`src/rtl/sd_block_arbiter.sv`:
```
// Round-robin arbiter that merges per-drive block requests onto one host block-device channel.
// The winning channel's LBA and operation are latched at grant; ack and buffer data follow grant.

module sd_block_arbiter #(
    parameter int unsigned   NCH     = 3,
    parameter int unsigned   TW      = 24,
    parameter logic [TW-1:0] TIMEOUT = 24'd1000000
) (
    input  logic              clk_sys,
    input  logic              reset_n,
    input  logic [NCH*32-1:0] ch_lba,
    input  logic [NCH-1:0]    ch_rd,
    input  logic [NCH-1:0]    ch_wr,
    output logic [NCH-1:0]    ch_ack,
    input  logic [NCH*8-1:0]  ch_buff_din,
    output logic [31:0]       host_lba,
    output logic              host_rd,
    output logic              host_wr,
    input  logic              host_ack,
    output logic [7:0]        host_buff_din,
    output logic              busy,
    output logic [1:0]        grant,
    output logic              timeout_err
);

    typedef enum logic [1:0] {StIdle, StReq, StXfer, StDone} state_e;

    state_e        state_q, state_d;
    logic [1:0]    grant_q, grant_d;
    logic [1:0]    rr_q, rr_d;
    logic [31:0]   lba_q, lba_d;
    logic          op_wr_q, op_wr_d;
    logic          rd_q, rd_d;
    logic          wr_q, wr_d;
    logic [TW-1:0] cnt_q, cnt_d;
    logic          terr_q, terr_d;
    logic          old_ack_q;

    logic          req_found;
    logic [1:0]    req_idx;

    function automatic logic [1:0] wrap_idx(input int unsigned v);
        return 2'(v % NCH);
    endfunction

    // First requesting channel at or after the round-robin pointer.
    always_comb begin
        req_found = 1'b0;
        req_idx   = '0;
        for (int unsigned k = 0; k < NCH; k++) begin
            if (!req_found && (ch_rd[wrap_idx(32'(rr_q) + k)] || ch_wr[wrap_idx(32'(rr_q) + k)])) begin
                req_found = 1'b1;
                req_idx   = wrap_idx(32'(rr_q) + k);
            end
        end
    end

    always_ff @(posedge clk_sys) begin
        if (!reset_n) begin
            state_q   <= StIdle;
            grant_q   <= '0;
            rr_q      <= '0;
            lba_q     <= '0;
            op_wr_q   <= 1'b0;
            rd_q      <= 1'b0;
            wr_q      <= 1'b0;
            cnt_q     <= '0;
            terr_q    <= 1'b0;
            old_ack_q <= 1'b0;
        end else begin
            state_q   <= state_d;
            grant_q   <= grant_d;
            rr_q      <= rr_d;
            lba_q     <= lba_d;
            op_wr_q   <= op_wr_d;
            rd_q      <= rd_d;
            wr_q      <= wr_d;
            cnt_q     <= cnt_d;
            terr_q    <= terr_d;
            old_ack_q <= host_ack;
        end
    end

    always_comb begin
        state_d = state_q;
        grant_d = grant_q;
        rr_d    = rr_q;
        lba_d   = lba_q;
        op_wr_d = op_wr_q;
        rd_d    = rd_q;
        wr_d    = wr_q;
        cnt_d   = cnt_q;
        terr_d  = 1'b0;
        unique case (state_q)
            StIdle: begin
                rd_d = 1'b0;
                wr_d = 1'b0;
                if (req_found) begin
                    grant_d = req_idx;
                    lba_d   = ch_lba[32*req_idx +: 32];
                    // Read wins when both are set; the write stays pending.
                    op_wr_d = !ch_rd[req_idx];
                    cnt_d   = '0;
                    state_d = StReq;
                end
            end
            StReq: begin
                if (host_ack && !old_ack_q) begin
                    rd_d    = 1'b0;
                    wr_d    = 1'b0;
                    cnt_d   = '0;
                    state_d = StXfer;
                end else if (!(rd_q || wr_q)) begin
                    // Issue cycle: the counter only runs while the request is presented.
                    rd_d = !op_wr_q;
                    wr_d = op_wr_q;
                end else if (cnt_q == TIMEOUT - 1'b1) begin
                    rd_d    = 1'b0;
                    wr_d    = 1'b0;
                    cnt_d   = '0;
                    terr_d  = 1'b1;
                    rr_d    = wrap_idx(32'(grant_q) + 32'd1);
                    state_d = StIdle;
                end else begin
                    cnt_d = cnt_q + 1'b1;
                end
            end
            StXfer: begin
                if (old_ack_q && !host_ack) begin
                    state_d = StDone;
                end
            end
            StDone: begin
                rr_d    = wrap_idx(32'(grant_q) + 32'd1);
                state_d = StIdle;
            end
            default: state_d = StIdle;
        endcase
    end

    always_comb begin
        busy          = (state_q != StIdle);
        grant         = grant_q;
        host_lba      = lba_q;
        host_rd       = rd_q;
        host_wr       = wr_q;
        timeout_err   = terr_q;
        host_buff_din = busy ? ch_buff_din[8*grant_q +: 8] : 8'hFF;
        for (int unsigned i = 0; i < NCH; i++) begin
            ch_ack[i] = host_ack && (state_q == StReq || state_q == StXfer)
                        && (32'(grant_q) == i);
        end
    end

endmodule

```
`config.mk`:
```
export PLATFORM = sky130hd
export DESIGN_NAME = sd_block_arbiter
export DESIGN_NICKNAME = d
export VERILOG_FILES = /design/src/rtl/sd_block_arbiter.sv
export SDC_FILE = /design/constraint.sdc
export NUM_CORES = 1
export LEC_CHECK = 0
export BUFFER_PORTS_ARGS = -buffer_cell sky130_fd_sc_hd__buf_2
export CORE_MARGIN = 3
export CORE_UTILIZATION = 31
export DETAILED_ROUTE_END_ITERATION = 10
export SYNTH_ARGS = -nofsm -noshare
export SYNTH_HDL_FRONTEND = slang
export SYNTH_SLANG_ARGS = --single-unit
```
`constraint.sdc`:
```
create_clock -name clk_sys -period 2.9 [get_ports clk_sys]
set_input_delay 0.58 -clock clk_sys [delete_from_list [all_inputs] [get_ports clk_sys]]
set_output_delay 0.58 -clock clk_sys [all_outputs]
set_load 0.01 [all_outputs]
```
---- Yosys cells after proc, flatten, opt, wreduce, memory -nomap -nowiden ----
Index checks and enable logic that the tools add are counted.
storage, ports and cells
  register bits after elaboration ......... 67
  input bits .............................. 129
  word-level logic and storage cells ...... 115
operators by class
  add/sub/neg operators ................... 4
  divide/modulo/power cells ............... 4
  $lt $le $gt $ge ......................... 4
  equality and inequality tests ........... 14
  shift operators ......................... 2
  muxes and demuxes ....................... 44
  bitwise operators ....................... 3
  reduce and logical (&&, ||, !) cells .... 30
operator list
  cell                     count
  $mod A32 B2 Y32 const B  3
  $mux W24                 4
  $shiftx A96 B8 Y32       1
  $pmux W24 S2             1
  $mod A2 B2 Y32 const B   1
  $add A24 B1 Y24 const B  1
  $eq A24 B20 Y1 const B   1
  $shiftx A24 B6 Y8        1
  $mux W2                  11
  $mux W1                  16
  $bmux W1 S2              7
  $lt A2 B3 Y1 const B     4
  $ne A2 B2 Y1 const B     5
  $logic_and A1 B1 Y1      8
  $mux W8                  1
  $pmux W2 S4              1
  $reduce_and A4 Y1        2
  $add A2 B1 Y3 const B    2
  $eq A2 B2 Y1 const B     3
  $logic_not A1 Y1         6
  $ne A3 B3 Y1 const B     2
  $reduce_bool A2 Y1       3
  $logic_or A1 B1 Y1       5
  $eq A2 B1 Y1 const B     2
  9 further kinds          14

---- Longest topological paths before layout ----
  word-level depth ........................ 14
  depth in mapped cells ................... 11

---- Least setup slack after synthesis ----
No wires, ideal clock.
  path kind ............................... register -> register
  start point ............................. reg rr_q[0]
  end point ............................... reg lba_q[0], in the netlist host_lba[0]
  library setup time ...................... 0.122 ns
  data arrival time ....................... 2.454 ns
  path slack .............................. 0.324 ns
  cell stages (with the launch flop) ...... 10
  buffers on the path ..................... 2
  clock period less this slack ............ 2.576 ns
  cells stage by stage .................... dfxtp_1 inv_1 ha_1 buf_6 a211oi_2 nor4_4 a211oi_4 buf_8 mux2_4 a221o_1
on the way
  cells in the longest elaborated chain, start to end .. 12
  elaborated cells on any way between the ends .. 32
  those cells by class .................... 2 x add/sub; 3 x div; 1 x shift; 18 x mux; 8 x reduce/logical
ends and longest elaborated chain
  what                                                      line  RTL
  from (decl)                                               30    logic [1:0] rr_q, rr_d;
  from (signal assigned)                                    73    rr_q <= rr_d;
  branches (longest 12 deep; another with $mod A32 B2 Y32)  -
  to (signal assigned)                                      74    lba_q <= lba_d;
  to (decl)                                                 31    logic [31:0] lba_q, lba_d;
Parallel ways; which one is timed is not known. The select of a mux whose other input is x is not followed.
A chain may end at the register's enable or synchronous reset.

---- Worst setup path after layout ----
  start point ............................. reg rr_q[0]
  end point ............................... reg lba_q[29], in the netlist host_lba[29]
Same word-level chain as after synthesis.

==> flow_summary.yaml <==
route:
  finalWirelength_um: 13410
  drt_first_iter_violations: 205
  ant_nets: 0
  avgViaCountPerCell: 5.336
  num_vias: 4429
  wl_per_cell_um: 16.16
  drc: 0
  firstDrtPassIters: 4
logic_synthesis:
  yosysTopAreaCell: "dfxtp_1"
  syn_nets: 617
  ys_ff_latch: 67
  post-synth-top-area-fraction: 0.2970
  synth_top_family_by_area: "simple AND/OR/NAND/NOR gates"
  yosys.cell_types.count: 68
  synth_adder_area_share: 0.03324
  synth_compound_area_frac: 0.2108
  synthXorXnorAreaFrac: 0.02909
  synthSimpleGateAreaFrac: 0.2357
  synth_edf_count: 0
  syn_inst: 476
  synthFlopType: "dfxtp_1"
  synth.mux.area_fraction: 0.1305
  avgSynthCellArea_um2: 9.489
  synth.cell_area_mm2: 0.004517
  seq_area_frac_synth: 0.2970
  yosysWarnings: 0
  synth-async-reset-ratio: 0
  synthTopCellsByArea: "dfxtp_1 30%, and3_1 9.8%, mux2_4 9.6%"
clock_tree:
  clock-root-buffer: "clkbuf_16"
  cts_tree: "done"
  path_clk_slew_ps: 50
  cts_buffers: 9
  cts_sinks: 67
  h-tree-depth: 3
  clock_latency_ps: 330
  cts_setup_buffers: 0
  hold_buffers: 0
  clk_path_buf_depth: 2
  ctsResizeCount: 0
grt:
  grt_pass1_vias: 4358
  antenna_found_initial: 0
  grt_use_met1: 0.2067
  grt-busiest-layer: "met2"
  grt_overflow_total: 0
  use_met3: 0.03326
  grt_max_degree: 73
  grt_pass1_wl_um: 21450
  grt_use_total: 0.1621
  grt_use_met2: 0.2668
worst_setup_path:
  worstSetupPathType: "register to register"
  cp.arrival_ps: 3010
  crit_required_ps: 3120
  cp_max_fo: 33
  cpPeakStageDelay_ps: 440
  r2r_cells: 9
  r2r-start: "rr_q[0]"
  r2r_slack_ps: 110
  critical_path_buf_inv_count: 2
  cp-end-kind: "register"
  crit_family: "compound AO/OA/AOI/OAI gates"
  cp_slowest_cell: "ha_1"
  r2r-end: "host_lba[29]"
  path_cells: "inv_1 > ha_1 > nand2b_1 > o22ai_2 > nor4_4 > a211oi_4 > buf_12 > mux2_1 > a221o_1"
  critPathLaunchType: "register"
finish:
  final_cell_mix: "177 x buf_2, 71 x and3_1, 67 x dfxtp_1"
  drive_above_1_share: 0.4077
  antenna_cells: 0
  layout_commonest_cell: "buf_2"
  final_nets: 786
  syn_to_final_growth_pct: 30.50
  final_area_mm2: 0.005894
  stdcell_count: 830
die:
  die_y_um: 126.7
  rows: 43
  initial_core_util: 0.3217
  io_pins: 178
  die_area_mm2: 0.01606
  die_x_um: 126.7
  design.core.area_mm2: 0.01404
sta:
  tightest_slew_ps: 862.8
  finalMaxSlewViolations: 0
  setup-violations-final: 0
  rsz0062_at_grt: "no"
  fmax_mhz: 358.7
  clock_skew_ps: 7.125
  max_slew_margin: 0.4217
  timing.final.crit_period_ps: 2788
  timing.final.crit_share: 0.9613
  setup_ws_ps: 112.2
  holdWs_ps: 483.5
  tns_ps: 0
  hold_viol_final: 0
min_path:
  hold_depth: 2
  min_from: "cnt_q[9]"
  hold-path-endpoint: "cnt_q[9]"
  hp-class: "register to register"
outcome:
  outcome: "finished, final reports clean"
power_and_ir_drop:
  peakVddDrop_mv: 0.2533
  total_leakage_power_uw: 0.002819
  powerDensity_mw_per_mm2: 630.2
run:
  cap_viol_max_count: 0
placed_design:
  io_buffer_count: 177
  place_area_mm2: 0.005555
  dp_hpwl_um: 10060
  pre_cts_ws_ps: 77.64
  gp_congestion: 0.8848
  place_inst: 813
-- tightest hold or removal path: cells and delay by family (launching register included) --
| family | cells | cell delay [ps] |
|---|---|---|
| compound gates | 2 | 110 |
| flops | 1 | 320 |
-- layer usage --
metal / wire length [um] / vias to the layer above / share of wire
met5: 0 / - / 0
met4: 248 / 0 / 0.018
met3: 843 / 20 / 0.063
met2: 6491 / 172 / 0.48
li1: - / 2165 / -
met1: 5829 / 2072 / 0.43
-- state kept, by name, indices dropped and copies added (netlist names), named ones only --
| signal | flops |
|---|---|
| timeout_err | 1 |
| old_ack_q | 1 |
| host_wr | 1 |
| host_rd | 1 |
| host_lba | 32 |
| state_q | 1 |
| grant | 2 |
| op_wr_q | 1 |
| rr_q | 2 |
| cnt_q | 24 |
-- how the worst max path moves through the flow --
stage                   endpoint     from  depth (start not counted)  slack, ps
finish              host_lba[29]  rr_q[0]                          9        110
global route        host_lba[29]  rr_q[0]                          9          9
CTS                  host_lba[5]  rr_q[0]                          9         60
detailed placement   host_lba[8]  rr_q[0]                          9         80
global placement     host_lba[0]  rr_q[0]                          9        150
floorplan            host_lba[0]  rr_q[0]                          9        320
-- logic make-up after synthesis --
family                     Yosys count
and+or+nand+nor                    175
AOI/OAI and AO/OA                  114
DFF                                 67
buffers and inverters               49
muxes                               44
xor gates and xnor gates            15
adders and majority gates           12
-- synth_stat cells, types with 2 or more instances --
cell            count
dlymetal6s2s_1      2
nand4_1            13
a211oi_4            2
clkbuf_1           22
nor4_1              4
a311oi_1            3
a31oi_1            13
and3_1             71
o311a_1             2
o21ai_0            13
o31ai_1             6
buf_2               3
mux2_4             29
nor2_4              2
and2_1              6
nand2b_1            4
nor2_1             26
nor3_2              2
inv_1              11
or3_1               3
a211oi_1            2
dfxtp_1            67
buf_8               3
nand3b_1            3
a21oi_1            19
nor3_4              2
buf_6               6
mux2_1              3
a211o_1             2
or4_1               6
a221o_1            32
mux2i_1            12
nand2_1            15
nand3_1             5
xnor2_1            14
ha_1               12
nor3_1              5
-- power breakdown --
group	switching (uW)	internal [uW]	total [uW]
logic	787	565	1350
clock network	411	798	1210
registers	94.8	1060	1150
-- stage by stage --
step                      utilization  total power, uW
after floorplan                     -             2016
after global placement         0.3956             2495
after detailed placement       0.3956             2511
after CTS                      0.4191             3736
after global routing           0.4198             3927
final                          0.4198             3715
-- area by class of cell --
cell class                      count  area (um^2)
Fill cell                        1367         8148
Clock inverter                      4        72.57
Multi-Input combinational cell    361         2912
Sequential cell                    67         1341
Timing Repair Buffer              195         1046
Tap cell                          180        225.2
Inverter                           11        41.29
Clock buffer                       12        256.5
No activity file was read; power rests on OpenSTA's default activity.
